===== src/rtl/program_memory_pkg.sv =====
// Shared constants and types for the program memory.
// The instruction word type is also used by the CPU datapath.
package program_memory_pkg;

    localparam int DEFAULT_WIDTH = 12;
    localparam int DEFAULT_DEPTH = 8;

    typedef logic [DEFAULT_WIDTH-1:0] instr_t;

endpackage


===== src/rtl/program_memory_ctrl.sv =====
// Fill-level control for the program memory.
// Owns count/write pointer, full flag, load_err and clear/load priority.
module program_memory_ctrl
    import program_memory_pkg::*;
#(
    parameter int DEPTH = DEFAULT_DEPTH
) (
    input  logic                       clk,
    input  logic                       reset_n,
    input  logic                       load,
    input  logic                       clear,
    output logic                       wr_en,
    output logic [$clog2(DEPTH)-1:0]   wr_ptr,
    output logic [$clog2(DEPTH):0]     count,
    output logic                       full,
    output logic                       load_err
);

    localparam int AW = $clog2(DEPTH);
    localparam logic [AW:0] DEPTH_C = (AW+1)'(DEPTH);
    localparam logic [AW:0] ONE     = (AW+1)'(1);

    // No wrap-around: the pointer is the fill level itself.
    assign full   = (count == DEPTH_C);
    assign wr_ptr = count[AW-1:0];
    assign wr_en  = load && !clear && !full;

    // Fill level: clear wins over load, rejected loads leave it alone.
    always_ff @(posedge clk or negedge reset_n) begin
        if (!reset_n) begin
            count <= '0;
        end else if (clear) begin
            count <= '0;
        end else if (wr_en) begin
            count <= count + ONE;
        end
    end

    // Overflow pulse, one cycle after a load that found the store full.
    always_ff @(posedge clk or negedge reset_n) begin
        if (!reset_n) begin
            load_err <= 1'b0;
        end else begin
            load_err <= load && !clear && full;
        end
    end

endmodule


===== src/rtl/program_memory.sv =====
// Sequentially loaded instruction store with registered indexed fetch.
// Entries beyond the fill level are kept at zero.
module program_memory
    import program_memory_pkg::*;
#(
    parameter int WIDTH = DEFAULT_WIDTH,
    parameter int DEPTH = DEFAULT_DEPTH
) (
    input  logic                       clk,
    input  logic                       reset_n,
    input  logic                       load,
    input  logic [WIDTH-1:0]           new_instruction,
    input  logic                       clear,
    input  logic                       rd_en,
    input  logic [$clog2(DEPTH)-1:0]   index,
    output logic [WIDTH-1:0]           out,
    output logic                       out_valid,
    output logic [$clog2(DEPTH):0]     count,
    output logic                       full,
    output logic                       load_err,
    output logic                       rd_err
);

    localparam int AW = $clog2(DEPTH);

    logic [WIDTH-1:0] mem [DEPTH];
    logic             wr_en;
    logic [AW-1:0]    wr_ptr;
    logic             in_range;

    program_memory_ctrl #(
        .DEPTH(DEPTH)
    ) u_ctrl (
        .clk      (clk),
        .reset_n  (reset_n),
        .load     (load),
        .clear    (clear),
        .wr_en    (wr_en),
        .wr_ptr   (wr_ptr),
        .count    (count),
        .full     (full),
        .load_err (load_err)
    );

    // Uses the pre-edge count, so a same-cycle load is not yet visible.
    assign in_range = ({1'b0, index} < count);

    // Storage: wiped on reset and clear, appended at the write pointer.
    always_ff @(posedge clk or negedge reset_n) begin
        if (!reset_n) begin
            for (int i = 0; i < DEPTH; i++) begin
                mem[i] <= '0;
            end
        end else if (clear) begin
            for (int i = 0; i < DEPTH; i++) begin
                mem[i] <= '0;
            end
        end else if (wr_en) begin
            mem[wr_ptr] <= new_instruction;
        end
    end

    // Registered fetch: out holds when idle, strobes valid/error per request.
    always_ff @(posedge clk or negedge reset_n) begin
        if (!reset_n) begin
            out       <= '0;
            out_valid <= 1'b0;
            rd_err    <= 1'b0;
        end else if (rd_en) begin
            out_valid <= 1'b1;
            if (in_range) begin
                out    <= mem[index];
                rd_err <= 1'b0;
            end else begin
                out    <= '0;
                rd_err <= 1'b1;
            end
        end else begin
            out_valid <= 1'b0;
            rd_err    <= 1'b0;
        end
    end

endmodule


===== config.mk =====
export PLATFORM = sky130hd
export DESIGN_NAME = program_memory
export DESIGN_NICKNAME = d
export VERILOG_FILES = /design/src/rtl/program_memory_pkg.sv /design/src/rtl/program_memory_ctrl.sv /design/src/rtl/program_memory.sv
export SDC_FILE = /design/constraint.sdc
export NUM_CORES = 1
export LEC_CHECK = 0
export CAP_MARGIN = 20
export CORE_ASPECT_RATIO = 1.2
export CORE_MARGIN = 2
export CORE_UTILIZATION = 45
export CTS_BUF_LIST = sky130_fd_sc_hd__clkbuf_8
export DETAILED_ROUTE_END_ITERATION = 12
export GPL_ROUTABILITY_DRIVEN = 0
export PLACE_DENSITY_LB_ADDON = 0.3
export SYNTH_ARGS = -nofsm -noshare
export SYNTH_HDL_FRONTEND = slang
export SYNTH_SLANG_ARGS = --single-unit

===== constraint.sdc =====
create_clock -name clk -period 3.1 [get_ports clk]
set_input_delay 0.465 -clock clk [delete_from_list [all_inputs] [get_ports clk]]
set_output_delay 0.465 -clock clk [all_outputs]
set_load 0.02 [all_outputs]

==> summary.txt, run 1 <==
Clock tree
  – Post-CTS Resized: 0
  – H-tree lvl count: 4
  – Hold_buf cts: 0
  – Total CTS buffers: 17
  – Max Root-Sink Buffers: 2
  – Root buf cell: clkbuf_8
  – Clock slew at reported path FFs: ~0.060 ns
  – Worst-Skew Late Latency: 0.44 ns
  – CTS tree: yes
  – CTS Sinks: ~120
  – Postcts setup bufs: 0

GRT
  – Vias in the first global route: about 4.5k
  – Largest net degree at the start of global routing: 101
  – First-pass GRT wire length: between 20 and 25 mm
  – All-Layer GR Usage: roughly 24%
  – Initial antenna violation count: 0
  – Gr ovfl total: 0

Timing
  – Final setup viols: 0
  – Setup TNS Final: 0 ns
  – Achievable frequency: around 350 MHz
  – Fin crit period: between 2 and 3 ns
  – RSZ-0062 raised after global routing: false
  – Final Max Slew Viols: 0
  – Pin slew with the least headroom to its limit: approximately 1.1 ns
  – Final count of hold timing violations: 0
  – Slew HR: between 20% and 30%
  – Tcrit/Tclk final: around nine tenths
  – Worst clock skew: between 0.009 and 0.01 ns

Setup path
  – Slowest cell on the critical path: clkdlybuf4s50_1
  – Critical-path cell list: inv_2 -> ha_1 -> nand3b_4 -> inv_4 -> clkdlybuf4s50_1
  – Critical Path Max Stage Delay: ~0.61 ns
  – Critical path's top delay family: buffers and inverters
  – CP Class: reg -> out
  – Buf+Inv Stages, Crit Path: 3
  – Critical Path AT: approximately 2.4 ns
  – Req. time, crit path: 2.63 ns
  – Crit end category: output port
  – CP startpoint kind: flop
  – CP max FO: 11

Routing
  – WL/cell: approximately 19 um
  – Initial DRC count: 380
  – # DRC: 0
  – Vias per cell: 5.564
  – Drt total wl: approximately 15 mm
  – Detailed Routing Iterations Pass 1: 5
  – Vias: 4451
  – Antenna-violating nets left: 0

Final layout
  – Synth-to-Final Area Change: 17.07%
  – ANT cells: 0
  – Layout cells sized above 1: 11.42%
  – FILL cells: 1103
  – Final core utilization: about 54%
  – Final instance count without filler cells: 800
  – Nets: about 650

Synth
  – Syn_nets: 623
  – Post-synth EDFFs: 0
  – Largest cells by area after synthesis: dfrtp_1 52%, nand2_1 12%, mux2i_1 9.7%
  – Area of the mapped netlist: around 5600 um2
  – Post-synthesis sequential area ratio: 51.59%
  – Synth Register Bits: 115
  – Netlist cell types: 32
  – Top_reg_cell synth: dfrtp_1
  – Post-synth top area cell: dfrtp_1
  – Syn avg cell area: between 9 and 10 um2
  – Top-count cell post-synth: nand2_1
  – Top cell type's share of synthesized area: slightly above 50%
  – Syn. warnings: 0
  – Top post-synthesis cells by count: 182 x nand2_1, 115 x dfrtp_1, 87 x a21oi_1
  – Post-Syn Instances: around 600
  – Asr flop ratio synth: 100.0%

Placed design
  – Port bufs: 39
  – Placed insts: between 700 and 800
  – Dpl hpwl: around 9.2 mm

Power
  – Max VDD drop: between 0.2 and 0.3 mV
  – Final Power: ~3.5 mW
  – P per Cell Area: ~530 nW/um2
  – Leak Pwr: between 2 and 3 nW

Floorplanning
  – Die X: around 110 um
  – Height of the die: approximately 130 um
  – Num ports: 40
  – Standard-cell row count: between 40 and 50
  – Core area: ~12000 um2
  – Die Footprint: ~13000 um2
  – Initial Utilization: 46.05%

Status
  – Status: finished clean

Run
  – Max-cap violations: 0

Hold path
  – Hold Path Class: in -> async
[path summary, 6_finish.rpt]
path	start	endpoint	slack, ns	cells after the start
min reg2reg	mem[95]	mem[95]	0.52	2
max in group asynchronous	reset_n	mem[20]	2.10	2
min	reset_n	mem[7]	0.08	1
max	u_ctrl.count[0]	full	0.25	5
min in group clk	mem[95]	mem[95]	0.52	2
max reg2reg	u_ctrl.count[0]	mem[63]	0.74	8
[routing by layer]
layer	share of wire [%]	routed length [um]	track usage, %	up-vias
met1	42	6355	31.79	2210
met5	0	0	0	-
li1	-	-	-	2074
met2	51	7642	40.15	146
met3	5.4	817	5.538	21
met4	1.9	294	8.359	0
[state kept, by name, indices dropped and copies added, names as in the netlist]
signal           flops
mem                 96
rd_err               1
u_ctrl.load_err      1
u_ctrl.count         4
out_valid            1
out                 12
[per-stage QoR]
step / area, um2 / setup WS, ns / hold WS, ns
after floorplan: 5578 / 0.9695 / 0.1694
after global placement: 6080 / 0.7355 / 0.4970
after detailed placement: 6080 / 0.7037 / 0.5093
after CTS: 6530 / 0.2292 / 0.09652
after global routing: 6530 / 0.1356 / 0.1245
final: 6530 / 0.2504 / 0.07618
[report_power, final]
| group | leakage (nW) | internal (mW) | switching, mW | total [mW] |
|---|---|---|---|---|
| Clock | 0.239 | 0.986 | 0.594 | 1.58 |
| Sequential | 1.59 | 1.53 | 0.0270 | 1.56 |
| Combinational | 0.946 | 0.120 | 0.214 | 0.333 |
[logic make-up after synthesis]
kind of cell,count (synthesis),share of synthesized area (%)
simple gates,226,17.79
buf+inv,72,5.877
xor+xnor,2,0.3141
mux,58,11.31
flops,115,51.59
fa+ha+maj,4,0.8973
compound gates,122,12.23
[layout by cell type, fill, tap and decap left out, types with 6 or more instances in the layout]
cell type        count
nand2_1            182
dfrtp_1            115
a21oi_1             87
mux2i_1             54
clkdlybuf4s50_1     36
buf_4               25
a22oi_1             20
inv_1               19
clkbuf_8            19
nor2_1              17
o22ai_1             12
nor4_2               7
nand4_1              6
[layout make-up]
cell class / instances / area, um2 / share of cell area (%)
Sequential cell: 115 / 2878 / 44.07
Multi-Input combinational cell: 412 / 2372 / 36.33
Timing Repair Buffer: 63 / 558.0 / 8.546
Clock buffer: 19 / 261.5 / 4.005
Tap cell: 161 / 201.4 / 3.085
Clock inverter: 12 / 188.9 / 2.893
Inverter: 18 / 70.07 / 1.073
Note: power is estimated with default switching activity, not from simulation.
==> run 2: changes to the inputs <==
==> constraint.sdc (replaced) <==
create_clock -name clk -period 3.1 [get_ports clk]
set_input_delay 0.465 -clock clk [delete_from_list [all_inputs] [get_ports clk]]
set_output_delay 0.465 -clock clk [all_outputs]
set_load 0.05 [all_outputs]
==> summary.txt, run 2 (synthesis gave the netlist of run 1 again) <==
Placed design
  – Dpl hpwl: 9.215 mm (+0.13%)
  – DP Worst Slack: 0.5488 ns (-0.1549 ns)
  – Port bufs: 39 (unchanged)

Clock tree
  – Post-CTS Resized: 0 (unchanged)
  – Clock slew at reported path FFs: 0.07 ns (about the same)
  – Total CTS buffers: 17 (unchanged)
  – H-tree lvl count: 4 (unchanged)
  – CTS tree: yes
  – Postcts setup bufs: 0 (unchanged)
  – Root buf cell: clkbuf_8
  – Max Root-Sink Buffers: 2 (unchanged)
  – Worst-Skew Late Latency: 0.44 ns (about the same)
  – CTS Sinks: 115 (unchanged)

Routing
  – Vias: 4405 (-1.0%)
  – WL/cell: 18.26 um (-3.3%)
  – Antenna-violating nets left: 0 (unchanged)
  – # DRC: 0 (unchanged)
  – Vias per cell: 5.486 (-1.4%)
  – Detailed Routing Iterations Pass 1: 5 (unchanged)
  – Initial DRC count: 323 (-15%)
  – Drt total wl: 14.66 mm (-3.0%)

Final layout
  – Synth-to-Final Area Change: 17.45%
  – Commonest non-fill, non-tap cell in the layout: nand2_1
  – Most frequent cells in the layout: 182 x nand2_1, 115 x dfrtp_1, 87 x a21oi_1
  – ANT cells: 0 (unchanged)
  – Top reg by flops: mem
  – Nets: 653 (+0.31%)
  – FILL cells: 1087 (-1.5%)
  – Multi-input gate area: 2372 um2 (unchanged)
  – FF/Latch Area: 2878 um2 (unchanged)
  – Layout cells sized above 1: 11.53% (+0.10 points)
  – Largest regs: mem: 96 flops, out: 12 flops, u_ctrl.count: 4 flops
  – Max FFs per register: 96 (unchanged)

Status
  – Status: finished clean

GRT
  – All-Layer GR Usage: 23.22% (-1.1 points)
  – Gr ovfl total: 0 (unchanged)
  – Initial antenna violation count: 0 (unchanged)
  – First-pass GRT wire length: 23.52 mm (-3.7%)
  – Vias in the first global route: 4507 (-0.40%)
  – Largest net degree at the start of global routing: 101 (unchanged)

Floorplanning
  – Height of the die: 126.0 um (unchanged)
  – Standard-cell row count: 44 (unchanged)
  – Num ports: 40 (unchanged)
  – Initial Utilization: 46.05% (unchanged)
  – Die X: 105.6 um (unchanged)
  – Core area: 12110 um2 (unchanged)
  – Die Footprint: 13310 um2 (unchanged)

Timing
  – Fin crit period: 3.014 ns (+0.1648 ns)
  – Worst clock skew: 0.006714 ns (-0.002626 ns)
  – Slew HR: 27.73% (-0.70 points)
  – Hold WS: 0.5120 ns (+0.4358 ns)
  – RSZ-0062 raised after global routing: false
  – Final Max Slew Viols: 0 (unchanged)
  – Achievable frequency: 331.7 MHz (-5.5%)
  – Setup TNS Final: 0 ns (unchanged)
  – Final count of hold timing violations: 0 (unchanged)
  – Tcrit/Tclk final: 97.24% (+5.3 points)
  – Pin slew with the least headroom to its limit: 1.084 ns (+0.01045 ns)
  – Final setup viols: 0 (unchanged)
  – Setup WS post-layout: 0.08561 ns (-0.1648 ns)

Setup path
  – CP Launch Point: u_ctrl.count[0]
  – Crit end category: output port
  – R2R Path Start: u_ctrl.count[0]
  – Req. time, crit path: 2.63 ns (about the same)
  – CP max FO: 11 (unchanged)
  – CP Class: reg -> out
  – Critical Path AT: 2.55 ns (+0.17 ns)
  – CP startpoint kind: flop

Power
  – Max VDD drop: 0.2381 mV (-15%)
  – Leak Pwr: 2.792 nW (+0.51%)
  – P per Cell Area: 523.7 nW/um2 (-1.5%)
  – Final Power: 3.431 mW (-1.1%)

Run
  – Max-cap violations: 0 (unchanged)

Hold path
  – Hold Path Class: in -> async
run 2: cell types whose count changed in the layout (fill, tap and decap cells not counted):
cell and delta:
inv_1 +1, dlygate4sd3_1 +1, buf_12 +2, clkinv_2 +1
buf_4 -1, bufinv_16 -1
run 2: worst max-delay path: stages (launching register included):
cell and delay [ns]:
dfrtp_1 0.55, inv_2 0.26, ha_1 0.23, nand3b_4 0.13, inv_4 0.13, clkdlybuf4s50_1 0.81
run 2: path summary, 6_finish.rpt:
kind / end / slack (ns) / depth (start not counted)
min reg2reg: mem[14] / 0.52 / 2
max: full / 0.09 / 5
min: mem[62] / 0.51 / 2
min in group clk: mem[14] / 0.52 / 2
max reg2reg: mem[71] / 0.75 / 8
max in group asynchronous: mem[28] / 1.80 / 3
run 2: power breakdown:
part | leakage, nW | total [mW] | switching, mW | internal, mW
combinational | 0.965 | 0.371 | 0.247 | 0.124
clock | 0.234 | 1.50 | 0.600 | 0.905
sequential | 1.59 | 1.55 | 0.0247 | 1.53
total | 2.79 | 3.43 | 0.871 | 2.56
run 2: repair_timing:
item | 4_1_cts | 5_1_grt
hold buffers | 1 | 0
endpoints found under the setup margin | 0 | 0
hold endpoints to repair | 30 | 0
run 2: final cells by class:
type / instances / share of cell area (%)
well taps: 161 / 3.075
clock inverters: 13 / 2.559
inverters: 18 / 1.070
flip-flops and latches: 115 / 43.93
clock buffers: 19 / 3.992
multi-input cells: 412 / 36.21
repair buffers: 65 / 9.167
run 2: per-stage QoR:
step | instances | util, % | instance area (um2)
2_1_floorplan | 599 | - | 5578
3_3_place_gp | 770 | 50.46 | 6112
3_5_place_dp | 770 | 50.46 | 6112
4_1_cts | 803 | 54.09 | 6551
5_1_grt | 803 | 54.09 | 6551
6_report | 803 | 54.09 | 6551
run 2: layer usage:
| layer | global-route usage (%) | up-vias | share of wire (%) |
|---|---|---|---|
| met5 | 0 | - | 0 |
| met4 | 12.38 | 0 | 3.4 |
| met3 | 4.658 | 34 | 5.0 |
| met2 | 39.70 | 141 | 51 |
| met1 | 27.49 | 2164 | 40 |
| li1 | - | 2066 | - |
